## src/rtl/countdown_timer_if.sv

```systemverilog
// Control/status bundle for countdown_timer: one-cycle command pulses, preset
// digits in, registered MM:SS digits and state flags out.
interface countdown_timer_if;
  logic       tick;
  logic       load;
  logic       start;
  logic       pause;
  logic       clear;
  logic [3:0] set_sl;
  logic [3:0] set_sh;
  logic [3:0] set_ml;
  logic [3:0] set_mh;
  logic [3:0] SL;
  logic [3:0] SH;
  logic [3:0] ML;
  logic [3:0] MH;
  logic       running;
  logic       done;
  logic       alarm;

  modport master (
    output tick, load, start, pause, clear,
    output set_sl, set_sh, set_ml, set_mh,
    input  SL, SH, ML, MH, running, done, alarm
  );

  modport slave (
    input  tick, load, start, pause, clear,
    input  set_sl, set_sh, set_ml, set_mh,
    output SL, SH, ML, MH, running, done, alarm
  );
endinterface

```

## src/rtl/countdown_timer.sv

```systemverilog
// MM:SS BCD countdown timer with load/start/pause/clear control and a
// one-cycle alarm pulse when the count reaches 00:00.
module countdown_timer (
  input  logic              clk,
  input  logic              reset,
  countdown_timer_if.slave  bus
);

  typedef enum logic [1:0] {
    ST_IDLE  = 2'd0,
    ST_RUN   = 2'd1,
    ST_PAUSE = 2'd2,
    ST_DONE  = 2'd3
  } state_e;

  state_e     state_q, state_d;
  logic [3:0] sl_q, sl_d;
  logic [3:0] sh_q, sh_d;
  logic [3:0] ml_q, ml_d;
  logic [3:0] mh_q, mh_d;
  logic       running_q, running_d;
  logic       done_q, done_d;
  logic       alarm_q, alarm_d;

  logic       count_nonzero;
  logic [3:0] dec_sl, dec_sh, dec_ml, dec_mh;
  logic       dec_zero;

  function automatic logic [3:0] clamp(input logic [3:0] d, input logic [3:0] lim);
    return (d > lim) ? lim : d;
  endfunction

  assign count_nonzero = (sl_q != '0) || (sh_q != '0) || (ml_q != '0) || (mh_q != '0);

  // One-second decrement with BCD borrow; only used in RUN, where the count is never 00:00.
  always_comb begin
    dec_sl = sl_q;
    dec_sh = sh_q;
    dec_ml = ml_q;
    dec_mh = mh_q;
    if (sl_q != '0) begin
      dec_sl = sl_q - 4'd1;
    end else begin
      dec_sl = 4'd9;
      if (sh_q != '0) begin
        dec_sh = sh_q - 4'd1;
      end else begin
        dec_sh = 4'd5;
        if (ml_q != '0) begin
          dec_ml = ml_q - 4'd1;
        end else begin
          dec_ml = 4'd9;
          dec_mh = mh_q - 4'd1;
        end
      end
    end
    dec_zero = (dec_sl == '0) && (dec_sh == '0) && (dec_ml == '0) && (dec_mh == '0);
  end

  // Priority chain: clear > load > pause > start > tick. Each branch is
  // gated by its legal states so an ignored command falls through.
  always_comb begin
    state_d = state_q;
    sl_d    = sl_q;
    sh_d    = sh_q;
    ml_d    = ml_q;
    mh_d    = mh_q;
    alarm_d = 1'b0;

    if (bus.clear) begin
      state_d = ST_IDLE;
      sl_d    = '0;
      sh_d    = '0;
      ml_d    = '0;
      mh_d    = '0;
    end else if (bus.load && (state_q != ST_RUN)) begin
      state_d = ST_IDLE;
      sl_d    = clamp(bus.set_sl, 4'd9);
      sh_d    = clamp(bus.set_sh, 4'd5);
      ml_d    = clamp(bus.set_ml, 4'd9);
      mh_d    = clamp(bus.set_mh, 4'd9);
    end else if (bus.pause && (state_q == ST_RUN)) begin
      state_d = ST_PAUSE;
    end else if (bus.start && ((state_q == ST_IDLE) || (state_q == ST_PAUSE)) && count_nonzero) begin
      state_d = ST_RUN;
    end else if (bus.tick && (state_q == ST_RUN)) begin
      sl_d = dec_sl;
      sh_d = dec_sh;
      ml_d = dec_ml;
      mh_d = dec_mh;
      if (dec_zero) begin
        state_d = ST_DONE;
        alarm_d = 1'b1;
      end
    end

    running_d = (state_d == ST_RUN);
    done_d    = (state_d == ST_DONE);
  end

  always_ff @(posedge clk or negedge reset) begin
    if (!reset) begin
      state_q   <= ST_IDLE;
      sl_q      <= '0;
      sh_q      <= '0;
      ml_q      <= '0;
      mh_q      <= '0;
      running_q <= 1'b0;
      done_q    <= 1'b0;
      alarm_q   <= 1'b0;
    end else begin
      state_q   <= state_d;
      sl_q      <= sl_d;
      sh_q      <= sh_d;
      ml_q      <= ml_d;
      mh_q      <= mh_d;
      running_q <= running_d;
      done_q    <= done_d;
      alarm_q   <= alarm_d;
    end
  end

  assign bus.SL      = sl_q;
  assign bus.SH      = sh_q;
  assign bus.ML      = ml_q;
  assign bus.MH      = mh_q;
  assign bus.running = running_q;
  assign bus.done    = done_q;
  assign bus.alarm   = alarm_q;

endmodule
```

## src/flat_wrapper.sv

```systemverilog
// flat-port wrapper written by rule: the top's interface ports become plain ports
module countdown_timer_flat 
  (clk, reset, bus_tick, bus_load, bus_start, bus_pause, bus_clear, bus_set_sl, bus_set_sh, bus_set_ml, bus_set_mh, bus_SL, bus_SH, bus_ML, bus_MH, bus_running, bus_done, bus_alarm);
  countdown_timer_if bus_i ();
  input  logic clk;
  input  logic reset;
  input wire logic [$bits(bus_i.tick)-1:0] bus_tick;
  input wire logic [$bits(bus_i.load)-1:0] bus_load;
  input wire logic [$bits(bus_i.start)-1:0] bus_start;
  input wire logic [$bits(bus_i.pause)-1:0] bus_pause;
  input wire logic [$bits(bus_i.clear)-1:0] bus_clear;
  input wire logic [$bits(bus_i.set_sl)-1:0] bus_set_sl;
  input wire logic [$bits(bus_i.set_sh)-1:0] bus_set_sh;
  input wire logic [$bits(bus_i.set_ml)-1:0] bus_set_ml;
  input wire logic [$bits(bus_i.set_mh)-1:0] bus_set_mh;
  output wire logic [$bits(bus_i.SL)-1:0] bus_SL;
  output wire logic [$bits(bus_i.SH)-1:0] bus_SH;
  output wire logic [$bits(bus_i.ML)-1:0] bus_ML;
  output wire logic [$bits(bus_i.MH)-1:0] bus_MH;
  output wire logic [$bits(bus_i.running)-1:0] bus_running;
  output wire logic [$bits(bus_i.done)-1:0] bus_done;
  output wire logic [$bits(bus_i.alarm)-1:0] bus_alarm;
  assign bus_i.tick = bus_tick;
  assign bus_i.load = bus_load;
  assign bus_i.start = bus_start;
  assign bus_i.pause = bus_pause;
  assign bus_i.clear = bus_clear;
  assign bus_i.set_sl = bus_set_sl;
  assign bus_i.set_sh = bus_set_sh;
  assign bus_i.set_ml = bus_set_ml;
  assign bus_i.set_mh = bus_set_mh;
  assign bus_SL = bus_i.SL;
  assign bus_SH = bus_i.SH;
  assign bus_ML = bus_i.ML;
  assign bus_MH = bus_i.MH;
  assign bus_running = bus_i.running;
  assign bus_done = bus_i.done;
  assign bus_alarm = bus_i.alarm;
  countdown_timer u_core (.clk(clk), .reset(reset), .bus(bus_i));
endmodule
```

## config.mk

```make
export PLATFORM = sky130hd
export DESIGN_NAME = countdown_timer_flat
export DESIGN_NICKNAME = d
export VERILOG_FILES = /design/src/rtl/countdown_timer_if.sv /design/src/rtl/countdown_timer.sv /design/src/flat_wrapper.sv
export SDC_FILE = /design/constraint.sdc
export NUM_CORES = 1
export LEC_CHECK = 0
export ABC_AREA = 1
export CAP_MARGIN = 30
export CORE_MARGIN = 2
export CORE_UTILIZATION = 40
export DETAILED_ROUTE_END_ITERATION = 12
export PLACE_DENSITY = 0.69
export SETUP_SLACK_MARGIN = 0.4
export SLEW_MARGIN = 20
export SYNTH_ARGS = -nofsm -noshare
export SYNTH_HDL_FRONTEND = slang
export SYNTH_SLANG_ARGS = --single-unit
```

## constraint.sdc

```tcl
create_clock -name clk -period 3.8 [get_ports clk]
set_input_delay 0.95 -clock clk [delete_from_list [all_inputs] [get_ports clk]]
set_output_delay 0.95 -clock clk [all_outputs]
set_load 0.1 [all_outputs]
```

==> results by stage <==
Status:
- The flow ran to the end, and the final reports show no timing, DRC or antenna violations.

Routing:
- For this block, the initial DRC count from the detailed router was 73.
- In the routed design, unresolved DRC markers number 0.
- The routed layout has 1483 vias.
- The count of nets left with antenna violations once routing finished came out at 0.
- The average detailed-routed wire length per instance is 13.69 µm.
- The aggregate routed wire length is 3955 µm.
- For this run, the detailed router's first-pass iteration total came to 4.
- The mean number of vias per cell is 5.131.

Critical path:
- Traced cell by cell, the critical path runs through clkdlybuf4s50_1.
- The critical path startpoint category is a flip-flop.
- The worst register-to-register path has a depth of 5.
- The class of the most critical setup path is flip-flop to output port.
- In this run the number of cells on the critical path is 1.
- The startpoint identified for the worst register-to-register timing path is u_core.state_q[1]$_DFF_PN0_.
- The launching instance or port of the critical path is u_core.bus.SL[1]$_DFFE_PN0P_.
- The worst setup path is captured at an output port.
- The data arrival time of the critical path is 1920 ps.
- Together, buffers and inverters on the worst path number 1.
- The slowest cell on the critical path is clkdlybuf4s50_1.
- The delay of the slowest cell on the worst path is 1160 ps.
- The kind of cell with the highest combined delay along the critical path is buffers and inverters.
- The highest net fanout along the worst path is 5.
- Data on the critical path is required at its endpoint by 2850 ps.

Place:
- The count of port buffers added during placement is 41.
- At the placement stage, the worst setup path has a slack of 1279 ps.
- At the end of routability-driven placement, the weighted congestion stood at 0.8494.
- After detailed placement, the design holds a cell count of 285.
- The placed wire-length estimate is 3052 µm.
- The total cell area at the placement stage is 1936 µm².

CTS:
- Clock-pin slew was measured on the worst setup and hold paths at 120 ps.
- The number of CTS-inserted buffers is 3.
- The count of buffers added by post-CTS timing repair for setup is 0.
- The H-tree depth reported by CTS is 1.
- The clock tree from TritonCTS is built.
- The number of sinks handled by clock tree synthesis is 21.
- The count of hold-fix buffers inserted at cts is 0.
- The root cell of the clock tree is clkbuf_4.
- The source-to-sink clock delay at the later pin of the worst-skew pair is 310 ps.
- The number of instances resized during post-cts repair is 0.
- In this run the deepest clock path goes through 2 buffers.

Cells and area:
- Of the cells placed in the final design, the portion with a size suffix greater than 1 is 12.76%.
- The area occupied by multi-input gates is 832.0 µm².
- The filler cells instantiated in the layout total 333.
- The filler-free cell count of the finished design is 289.
- The final layout contains 269 nets.
- The utilization after layout is 57.47%.
- The summed area of non-filler cells in the final layout is 1963 µm².
- The antenna cell count is 0.
- The signed area change from the synthesized netlist to the final layout is 34.22%.
- The top cell types in the final layout, fill and taps aside, are nand2_1, clkdlybuf4s50_1, nor2_1, dfrtp_1.
- Across the whole layout, storage elements account for 525.5 µm².
- Leaving out fill and tap cells, the most frequent cell in the layout is nand2_1.

Timing:
- Setup violations remaining at the end of the flow were counted as 0.
- Setup repair after global routing left no endpoint under its margin.
- The final hold violation count is 0.
- The number of slew-limit violations in the final report is 0.
- After routing, the total negative slack on setup checks comes to 0 ps.
- The final setup skew is 4.710 ps.
- The smallest setup slack after layout is 933.8 ps.
- The relative max-transition margin is 34.76%.
- The fmax is 348.9 MHz.
- The minimum clock period after layout is 2866 ps.
- Of the available clock period, the critical path in the final layout requires 75.43%.
- At the pin with the least slew margin, the transition time is 975.6 ps.

Logic synthesis:
- The number of nets handed over by synthesis was 224.
- The post-synthesis instance area is 1463 µm².
- The sequential cell area fraction in the yosys report is 35.93%.
- After synthesis, the netlist uses 33 different library cells.
- The mean area per synthesized cell is 7.350 µm².
- The cell count after synthesis came out at 199.
- The Yosys step of the flow raised 0 warnings.
- The flop and latch count out of synthesis is 21.

Floorplanning:
- The number of ports placed on the die boundary is 42.
- The core region is 3416 µm².
- The height of the chip is 64.47 µm.
- The initial core utilization is 42.82%.
- The placement row count is 21.
- The die is 64.47 µm wide.
- The total die area is 4156 µm².

Hold path:
- Counting instances, the worst hold path has a depth of 1.
- The source of the worst hold timing path is u_core.bus.SH[3]$_DFFE_PN0P_.
- The path type of the worst min-delay path is flip-flop to flip-flop.

Global route:
- The total global routing overflow is 0.
- The first global-routing pass estimated 6872 µm of wire.
- Entering global routing, the biggest net connects 17 pins.
- The aggregate global-route resource usage is 21.13%.
- The number of global-route vias before repair is 1526.
- The initial antenna violation count is 0.

Run:
- Max-cap violations in this run came to 0.

Pwr:
- IR analysis of the VDD net gives a maximum drop of 0.0002409 V.
- For this design the static power due to leakage is 0.8990 nW.
- The power per unit of standard cell area is 461.9 nW/µm².
-- per-stage QoR --
step                      power [mW]  hold slack (ps)
final                         0.9068            590.1
after global routing          0.9774            628.7
after CTS                     0.9131            594.9
after detailed placement      0.8002            576.9
after global placement        0.7967            570.8
after floorplan               0.6694            607.8
-- final cells by class --
cell class / count / share of cell area, %
clock buffers: 3 / 1.147
clock inverters: 1 / 0.2549
inverters: 24 / 4.844
multi-input cells: 152 / 42.38
flip-flops and latches: 21 / 26.77
well taps: 46 / 2.932
repair buffers: 42 / 21.67
-- sequential cells by signal, summed over array words and instances, names as in the netlist --
register and flops:
u_core.bus.MH 4, u_core.bus.ML 4, u_core.bus.SH 4, u_core.bus.SL 4, u_core.state_q 2, u_core.bus.alarm 1, u_core.bus.done 1, u_core.bus.running 1
-- per-layer routing --
layer | GRT usage [%] | up-vias | wire [µm]
li1 | - | 760 | -
met1 | 29.14 | 673 | 1855
met2 | 34.38 | 46 | 1806
met3 | 3.125 | 4 | 260
met4 | 6.383 | 0 | 33
met5 | 0 | - | 0
-- path summary, 6_finish.rpt --
path / slack (ps) / to
worst max-delay path: 930 / bus_SL[1]
worst min register to register: 590 / u_core.bus.SH[3]$_DFFE_PN0P_
min in group asynchronous: 1000 / u_core.state_q[0]$_DFF_PN0_
worst min-delay path: 590 / u_core.bus.SH[3]$_DFFE_PN0P_
max in group asynchronous: 2320 / u_core.bus.ML[1]$_DFFE_PN0P_
worst max register to register: 2020 / u_core.bus.done$_DFF_PN0_
-- logic make-up (layout without fill, tap and decap cells) --
kind of cell,Yosys count,count (layout),synth area share (%)
xor gates and xnor gates,1,1,0.5989
AOI/OAI and AO/OA,35,35,16.42
and+or+nand+nor,114,114,38.15
buffers and inverters,26,70,7.186
adders and majority gates,2,2,1.711
DFF,21,21,35.93
-- Yosys cell counts (all sizes together) --
| master | instances | area, µm² |
|---|---|---|
| o32ai | 6 | 52.55 |
| a22oi | 2 | 15.01 |
| a31oi | 4 | 25.02 |
| nor2 | 35 | 183.9 |
| o22ai | 2 | 12.51 |
| a21oi | 2 | 10.01 |
| o21ai | 11 | 58.81 |
| buf | 2 | 10.01 |
| o21a | 2 | 15.01 |
| o21bai | 1 | 7.510 |
| a21o | 1 | 7.510 |
| ha | 2 | 25.02 |
| nand4 | 3 | 18.77 |
| nand3 | 21 | 115.1 |
| nor3b | 1 | 7.510 |
| a32oi | 1 | 8.760 |
| xor2 | 1 | 8.760 |
| nor3 | 4 | 20.02 |
| a21boi | 2 | 18.77 |
| a311oi | 1 | 8.760 |
| inv | 23 | 86.33 |
| nand2 | 50 | 212.7 |
| dfrtp | 21 | 525.5 |
| clkinv | 1 | 8.760 |
-- where the power goes --
group	switching, mW	leakage (nW)	internal, mW
registers	0.0262	0.281	0.247
logic	0.375	0.600	0.147
clock network	0.0713	0.0177	0.0393
total	0.473	0.899	0.434
Power figures use the tool's default switching activity.
